### src/rtl/l1_mem_arbiter.sv
// l1_mem_arbiter: shares one burst memory port between the icache line fill,
// the dcache line fill and the dcache write-through path. Writes take
// priority and are echoed to the icache as a one-cycle snoop.
// Optional build macro: L1_ARB_ROUND_ROBIN_EN (IC/DC round robin instead of
// fixed DC-over-IC priority).
module l1_mem_arbiter #(
  parameter int unsigned LINESIZE = 8
) (
  input  logic        CLK,
  input  logic        RESET,
  input  logic        IC_REQ,
  input  logic [31:0] IC_ADDR,
  output logic        IC_DONE,
  output logic [31:0] IC_DATA,
  input  logic        DC_REQ,
  input  logic [31:0] DC_ADDR,
  output logic        DC_DONE,
  output logic [31:0] DC_DATA,
  input  logic        WR_REQ,
  input  logic [31:0] WR_ADDR,
  input  logic [31:0] WR_DATA,
  input  logic [3:0]  WR_BE,
  output logic        WR_ACK,
  output logic [31:0] MEM_ADDR,
  output logic [4:0]  MEM_BURST,
  output logic        MEM_RD,
  output logic        MEM_WR,
  output logic [31:0] MEM_WDATA,
  output logic [3:0]  MEM_BE,
  input  logic        MEM_WAIT,
  input  logic        MEM_RVALID,
  input  logic [31:0] MEM_RDATA,
  output logic [25:0] SNOOP_ADDR,
  output logic [31:0] SNOOP_DATA,
  output logic [3:0]  SNOOP_BE,
  output logic        SNOOP_WE
);

  localparam int unsigned CNT_W     = $clog2(LINESIZE);
  localparam int unsigned OFF_W     = CNT_W + 2;
  localparam logic [31:0] LINE_MASK = ~32'((1 << OFF_W) - 1);
  localparam logic [31:0] WORD_MASK = 32'hFFFF_FFFC;
  localparam logic [4:0]  BURST_LEN = 5'(LINESIZE);
  localparam logic [CNT_W-1:0] LAST_BEAT = CNT_W'(LINESIZE - 1);

  typedef enum logic [1:0] {IDLE, WR_CMD, RD_CMD, RD_DATA} state_t;

  state_t            state_q, state_d;
  logic              own_dc_q, own_dc_d;
  logic [31:0]       addr_q, addr_d;
  logic [31:0]       wdata_q, wdata_d;
  logic [3:0]        be_q, be_d;
  logic [CNT_W-1:0]  cnt_q, cnt_d;
  logic              pick_dc;

  logic              ic_done_d, dc_done_d, wr_ack_d, snoop_we_d;
  logic [31:0]       ic_data_d, dc_data_d, snoop_data_d;
  logic [25:0]       snoop_addr_d;
  logic [3:0]        snoop_be_d;
  logic              mem_rd_d, mem_wr_d;
  logic [31:0]       mem_addr_d, mem_wdata_d;
  logic [4:0]        mem_burst_d;
  logic [3:0]        mem_be_d;

`ifdef L1_ARB_ROUND_ROBIN_EN
  logic              rr_ic_q, rr_ic_d;
`endif

  // State, grant latches and all registered outputs
  always_ff @(posedge CLK) begin
    if (RESET) begin
      state_q    <= IDLE;
      own_dc_q   <= 1'b0;
      addr_q     <= '0;
      wdata_q    <= '0;
      be_q       <= '0;
      cnt_q      <= '0;
      IC_DONE    <= 1'b0;
      IC_DATA    <= '0;
      DC_DONE    <= 1'b0;
      DC_DATA    <= '0;
      WR_ACK     <= 1'b0;
      MEM_ADDR   <= '0;
      MEM_BURST  <= '0;
      MEM_RD     <= 1'b0;
      MEM_WR     <= 1'b0;
      MEM_WDATA  <= '0;
      MEM_BE     <= '0;
      SNOOP_ADDR <= '0;
      SNOOP_DATA <= '0;
      SNOOP_BE   <= '0;
      SNOOP_WE   <= 1'b0;
`ifdef L1_ARB_ROUND_ROBIN_EN
      rr_ic_q    <= 1'b0;
`endif
    end else begin
      state_q    <= state_d;
      own_dc_q   <= own_dc_d;
      addr_q     <= addr_d;
      wdata_q    <= wdata_d;
      be_q       <= be_d;
      cnt_q      <= cnt_d;
      IC_DONE    <= ic_done_d;
      IC_DATA    <= ic_data_d;
      DC_DONE    <= dc_done_d;
      DC_DATA    <= dc_data_d;
      WR_ACK     <= wr_ack_d;
      MEM_ADDR   <= mem_addr_d;
      MEM_BURST  <= mem_burst_d;
      MEM_RD     <= mem_rd_d;
      MEM_WR     <= mem_wr_d;
      MEM_WDATA  <= mem_wdata_d;
      MEM_BE     <= mem_be_d;
      SNOOP_ADDR <= snoop_addr_d;
      SNOOP_DATA <= snoop_data_d;
      SNOOP_BE   <= snoop_be_d;
      SNOOP_WE   <= snoop_we_d;
`ifdef L1_ARB_ROUND_ROBIN_EN
      rr_ic_q    <= rr_ic_d;
`endif
    end
  end

  // Next state, arbitration, beat steering and next output values
  always_comb begin
    state_d      = state_q;
    own_dc_d     = own_dc_q;
    addr_d       = addr_q;
    wdata_d      = wdata_q;
    be_d         = be_q;
    cnt_d        = cnt_q;
    ic_done_d    = 1'b0;
    dc_done_d    = 1'b0;
    ic_data_d    = IC_DATA;
    dc_data_d    = DC_DATA;
    wr_ack_d     = 1'b0;
    snoop_we_d   = 1'b0;
    snoop_addr_d = SNOOP_ADDR;
    snoop_data_d = SNOOP_DATA;
    snoop_be_d   = SNOOP_BE;
`ifdef L1_ARB_ROUND_ROBIN_EN
    rr_ic_d      = rr_ic_q;
    pick_dc      = DC_REQ && (!IC_REQ || !rr_ic_q);
`else
    pick_dc      = DC_REQ;
`endif

    unique case (state_q)
      IDLE: begin
        // WR_ACK still high means the acknowledged request has not dropped yet
        if (WR_REQ && !WR_ACK) begin
          state_d = WR_CMD;
          addr_d  = WR_ADDR & WORD_MASK;
          wdata_d = WR_DATA;
          be_d    = WR_BE;
        end else if (IC_REQ || DC_REQ) begin
          state_d  = RD_CMD;
          own_dc_d = pick_dc;
          addr_d   = (pick_dc ? DC_ADDR : IC_ADDR) & LINE_MASK;
          cnt_d    = '0;
`ifdef L1_ARB_ROUND_ROBIN_EN
          rr_ic_d  = pick_dc;
`endif
        end
      end
      WR_CMD: begin
        if (!MEM_WAIT) begin
          state_d      = IDLE;
          wr_ack_d     = 1'b1;
          snoop_we_d   = 1'b1;
          snoop_addr_d = addr_q[27:2];
          snoop_data_d = wdata_q;
          snoop_be_d   = be_q;
        end
      end
      RD_CMD: begin
        if (!MEM_WAIT) state_d = RD_DATA;
      end
      RD_DATA: begin
        if (MEM_RVALID) begin
          if (own_dc_q) begin
            dc_done_d = 1'b1;
            dc_data_d = MEM_RDATA;
          end else begin
            ic_done_d = 1'b1;
            ic_data_d = MEM_RDATA;
          end
          cnt_d = cnt_q + CNT_W'(1);
          if (cnt_q == LAST_BEAT) state_d = IDLE;
        end
      end
      default: state_d = IDLE;
    endcase

    mem_rd_d    = (state_d == RD_CMD);
    mem_wr_d    = (state_d == WR_CMD);
    mem_addr_d  = (mem_rd_d || mem_wr_d) ? addr_d : '0;
    mem_burst_d = mem_rd_d ? BURST_LEN : (mem_wr_d ? 5'd1 : 5'd0);
    mem_wdata_d = mem_wr_d ? wdata_d : '0;
    mem_be_d    = mem_wr_d ? be_d : '0;
  end

endmodule
### config.mk
export PLATFORM = sky130hd
export DESIGN_NAME = l1_mem_arbiter
export DESIGN_NICKNAME = d
export VERILOG_FILES = /design/src/rtl/l1_mem_arbiter.sv
export SDC_FILE = /design/constraint.sdc
export NUM_CORES = 1
export LEC_CHECK = 0
export CAP_MARGIN = 20
export CORE_ASPECT_RATIO = 0.9
export CORE_MARGIN = 2
export CORE_UTILIZATION = 45
export CTS_BUF_LIST = sky130_fd_sc_hd__clkbuf_4
export CTS_CLUSTER_SIZE = 20
export DETAILED_ROUTE_END_ITERATION = 16
export GPL_ROUTABILITY_DRIVEN = 0
export PLACE_DENSITY = 0.8
export SLEW_MARGIN = 25
export SYNTH_ARGS = -nofsm -noshare
export SYNTH_HDL_FRONTEND = slang
export SYNTH_SLANG_ARGS = --single-unit
### constraint.sdc
create_clock -name CLK -period 3.02 [get_ports CLK]
set_input_delay 0.453 -clock CLK [delete_from_list [all_inputs] [get_ports CLK]]
set_output_delay 0.453 -clock CLK [all_outputs]
set_load 0.02 [all_outputs]
Yosys cells after proc, flatten, opt, wreduce, memory -nomap -nowiden:

Cells that the tools add are included.

* output and inout bits: 205
* bits of input ports: 171
* logic and storage cells: 79
* flip-flop bits (word level): 278

* bitwise gates (word level): 8
* add/subtract/negate cells: 1
* mux-type cells: 24
* reductions and logical operators: 16
* equal/unequal tests: 9

Operators by type and width (count)
* 32-bit two-way mux: 6
* 2-bit two-way mux: 6
* 4-bit two-way mux: 3
* 3-bit two-way mux: 3
* 3-bit AND reduction: 3
* 1-bit inverter: 8
* 2-bit one-hot mux with 4 select lines: 1
* 2-bit OR reduction: 4
* 2-bit equality test, second input constant: 3
* 2-bit inequality test, second input constant: 3
* 3-bit one-hot mux with 2 select lines: 1
* 2-bit by 1-bit equality test with 1-bit output, second input constant: 2
* 1-bit two-way mux: 4
* 4-bit AND reduction: 1
* 3-bit by 1-bit adder with 3-bit output, second input constant: 1
* 3-bit equality test, second input constant: 1
* 3-bit OR reduction: 1
* 2-bit zero test: 1
* 1-bit logical OR: 2
* 2-bit AND reduction: 1
* 2-bit nonzero test: 1
* 1-bit logical AND: 1
* 1-bit zero test: 1

Depth between registers and ports, before layout:

* word-level depth: 8
* depth in mapped cells: 13
* gate-level depth less buffers: 11

Least setup slack after synthesis:

OpenSTA, ideal clock, no wires.

* kind: input port to flip-flop
* start: in DC_REQ
* end: reg MEM_ADDR[17]
* buffers on the path: 4
* stages on the path: 11
* library setup time: 74 ps
* arrival: 2554 ps
* path slack: 392 ps
* data required time: 2946 ps
* cell sequence: buf_2 or2_1 clkbuf_1 a32oi_1 ha_1 or2_1 clkbuf_1 nor4_4 buf_6 a32oi_1 o21ai_0

* longest elaborated chain between the ends: 8
* elaborated cells between the ends (all ways): 13
* classes of those cells: eq/ne: 2; mux: 7; bitwise: 1; reduce/logical: 3

Ends and longest elaborated chain
* start, declared: line 15 `input logic DC_REQ,`
* 1-bit logical OR: line 156 `end else if (IC_REQ || DC_REQ) begin`
* 2-bit two-way mux: line 156
* 2-bit two-way mux: line 151 `if (WR_REQ && !WR_ACK) begin`
* 2-bit one-hot mux with 4 select lines: line 148 `unique case (state_q)`
* 2-bit equality test / 2-bit by 1-bit equality test with 1-bit output (equally long branches): line 195, 196
* 1-bit logical OR: line 197 `mem_addr_d = (mem_rd_d || mem_wr_d) ? addr_d : '0;`
* 1-bit inverter (no source line)
* 2-bit OR reduction (no source line)
* end signal, assigned: line 108 `MEM_ADDR <= mem_addr_d;`
* end, declared: line 24 `output logic [31:0] MEM_ADDR,`

Several ways; a longest one is shown, not always the timed one.
A chain may end at the register's enable or synchronous reset.

Worst setup path in the final report:

* start: reg state_q[0]
* end: reg MEM_ADDR[15]

* longest elaborated chain between the ends: 7
* elaborated cells between the ends (all ways): 17
* classes of those cells: eq/ne: 5; mux: 8; bitwise: 1; reduce/logical: 3

Ends and longest elaborated chain
* start, declared: line 48 `state_t state_q, state_d;`
* start signal, assigned: line 97 `state_q <= state_d;`
* 2-bit two-way mux (on tied branches): line 189, 156
* 2-bit two-way mux (on tied branches): line 180, 151
* 2-bit one-hot mux with 4 select lines (*): line 148
* named net state_d[0]: line 48
* 2-bit equality test / 2-bit by 1-bit equality test with 1-bit output (equally long branches): line 195, 196
* 1-bit logical OR (*): line 197
* 1-bit inverter (no source line) (*)
* 2-bit OR reduction (no source line) (*)

Mark *: on every way through the listed nets, which the timed path passes. The rest lies on a longest branch.

==> metrics.txt <==
outcome complete, no violations; cts bufs inserted roughly 70; vias per std cell 5.19; commonest non-fill, non-tap cell in the layout clkdlybuf4s50_1; final core utilization 0.683; antenna violations before repair 2; critical path type flop to flop; first-pass GRT wire length approximately 48 mm; Clk Latency, worst-skew pair 0.66 ns; VDD IR max approximately 0.00037 V; final instance area roughly 14,000 um^2; Cells after DPL between 1.5k and 2k; Post-synth EDFFs 0; gr usage total 0.263; Routed WL between 30 and 40 mm; Pwr Density between 500 and 600 nW/um^2; layout cells sized above 1 0.0950; minimum clock period 2.50 ns; Async S/R FF share, synth 0; startpoint types flop; Synth cell types 43; period utilization 0.829; combinational group share of total power 0.148; Remaining DRCs 0; CP endpoint kind flop; Post-CTS Setup Inserts 0; Die Height around 140 um; fin cells 1,793; Final Setup Violations 0; most frequent cells in the layout clkdlybuf4s50_1 (359), nand2_1 (331), dfxtp_1 (274); Tot Pwr approximately 8 mW; clock-pin slew on the worst setup and hold paths roughly 0.060 ns; H-tree Lvls 3; core area between 20,000 and 25,000 um^2; I/O pin cnt about 380; sequential fraction of design power 0.477; Netlist Area Pre-Place 9690 um^2; Hold Crit Class input port to flop; number of max-cap violations 0; mux cell area share after synthesis 0.0124; CTS resizes 0; Top FF cell, synth dfxtp_1; Static Leak approximately 5.2 nW; synthesized-area fraction occupied by and/or/nand/nor cells 0.195; Max Freq between 300 and 400 MHz; Avg Inst Size Synth approximately 9 um^2; Rows 50; Syn-to-layout area delta 47.7%; Bufs on Longest Clock Path 3; drt pass-1 iters 5; NumNets Final ~1.6k; RSZ-0062 raised after global routing no; Fin. Hold Viols 0; yosys warns 0; DRT iter0 DRCs around 600; cts hold-fix bufs 0; Synth Area in Compound Gates 0.175; DP Wirelength roughly 21 mm; Switching Share 0.265; clock network fraction of total power 0.375; worst slew pin tran between 0.9 and 1 ns; DRT antenna net count 0; Psw around 2.2 mW; WP data required 3.58 ns; WL per Instance 17.1 um; die width between 150 and 200 um; Final Max Slew Viols 0; DP Area between 10,000 and 15,000 um^2; Synth Area in XOR/XNOR 0; largest family of logic cells by synthesized area simple AND/OR/NAND/NOR gates; Crit path arrival time 3.06 ns; # port buffers 360; Worst Path Max Fanout 16; Synth Instances between 1k and 1.5k; largest net degree at the start of global routing slightly below 90; register bit total from synthesis around 270; CTS tree done; Worst Skew between 0.04 and 0.05 ns; die area around 23,000 um^2; vias in the first global route 8,992; Internal Power 6.02 mW; grt ovf 0; post-route setup TNS 0 ns; Starting Density 0.463; Slew headroom 0.353; clk root buf clkbuf_4; Via Count 9,301; area share of fa/ha/maj cells after synthesis 0.00516; CTS Sinks 274; post-synthesis sequential area ratio 0.566
## stage by stage
stage               hold slack, ns  worst slack (ns)
global route                 0.175             0.318
global placement             0.433             0.241
CTS                          0.155             0.537
finish                       0.196             0.518
detailed placement           0.442             0.171
floorplan                    0.426             0.392
## path summary, 6_finish.rpt
| path | from | to | slack (ns) | depth (start not counted) |
|---|---|---|---|---|
| setup / recovery | state_q[0] | MEM_ADDR[15] | 0.52 | 10 |
| hold / removal | RESET | addr_q[2] | 0.20 | 2 |
| setup reg to reg | state_q[0] | MEM_ADDR[15] | 0.52 | 10 |
| hold reg to reg | wdata_q[7] | SNOOP_DATA[7] | 0.43 | 2 |
## synthesized netlist by cell type, types with 6 or more instances
library cell	n	area, um^2
nand3_1	7	35.0
dfxtp_1	274	5490
a221o_1	14	140
buf_2	23	115
clkbuf_1	53	199
a32oi_1	33	289
and2_1	37	231
and3_1	6	37.5
buf_4	9	67.6
a22oi_1	18	135
a21oi_1	167	836
nor2_1	27	101
mux2i_1	12	120
nand2_1	331	1240
o21ai_0	34	170
## logic make-up after synthesis
| kind of cell | count (synthesis) |
|---|---|
| other cells | 1 |
| buf+inv | 94 |
| flops | 274 |
| fa+ha+maj | 4 |
| simple gates | 435 |
| compound gates | 283 |
| mux | 12 |
## sequential cells by signal, summed over array words and instances, names as in the netlist, 26 cells and up
register    count
MEM_WDATA      32
wdata_q        32
addr_q         32
MEM_ADDR       32
SNOOP_ADDR     26
SNOOP_DATA     32
IC_DATA        32
DC_DATA        32
## final cells by class
cell class	count	area, um^2
diodes	2	5.00
repair buffers	382	3830
flip-flops and latches	274	5490
well taps	286	358
clock inverters	9	95.1
clock buffers	100	751
inverters	3	11.3
fillers	1690	6640
multi-input cells	737	3780
## worst max-delay path: stages, from the launching register on
cell and delay, ns:
dfxtp_1 0.58, nand3_1 0.17, nand3_1 0.12, o21a_1 0.17
inv_1 0.05, ha_1 0.31, or2_1 0.34, nor4_4 0.31
buf_12 0.19, a32oi_1 0.07, o21ai_0 0.10
## layer usage
metal / vias to the layer above / routed length [um] / global-route usage
met5: - / 0 / 0
met4: 0 / 1030 / 0.112
met3: 71 / 2980 / 0.0990
met2: 438 / 14700 / 0.445
met1: 4311 / 11900 / 0.301
li1: 4481 / - / -
## power groups by stage
stage / Combinational, mW / Clock (mW) / Sequential [mW]
2_1_floorplan: 0.503 / 0 / 4.07
3_3_place_gp: 1.19 / 0 / 3.97
3_5_place_dp: 1.21 / 0 / 3.98
4_1_cts: 1.22 / 3.14 / 3.90
5_1_grt: 1.30 / 3.35 / 3.92
6_report: 1.21 / 3.07 / 3.90
No activity file was read; power rests on OpenSTA's default activity.
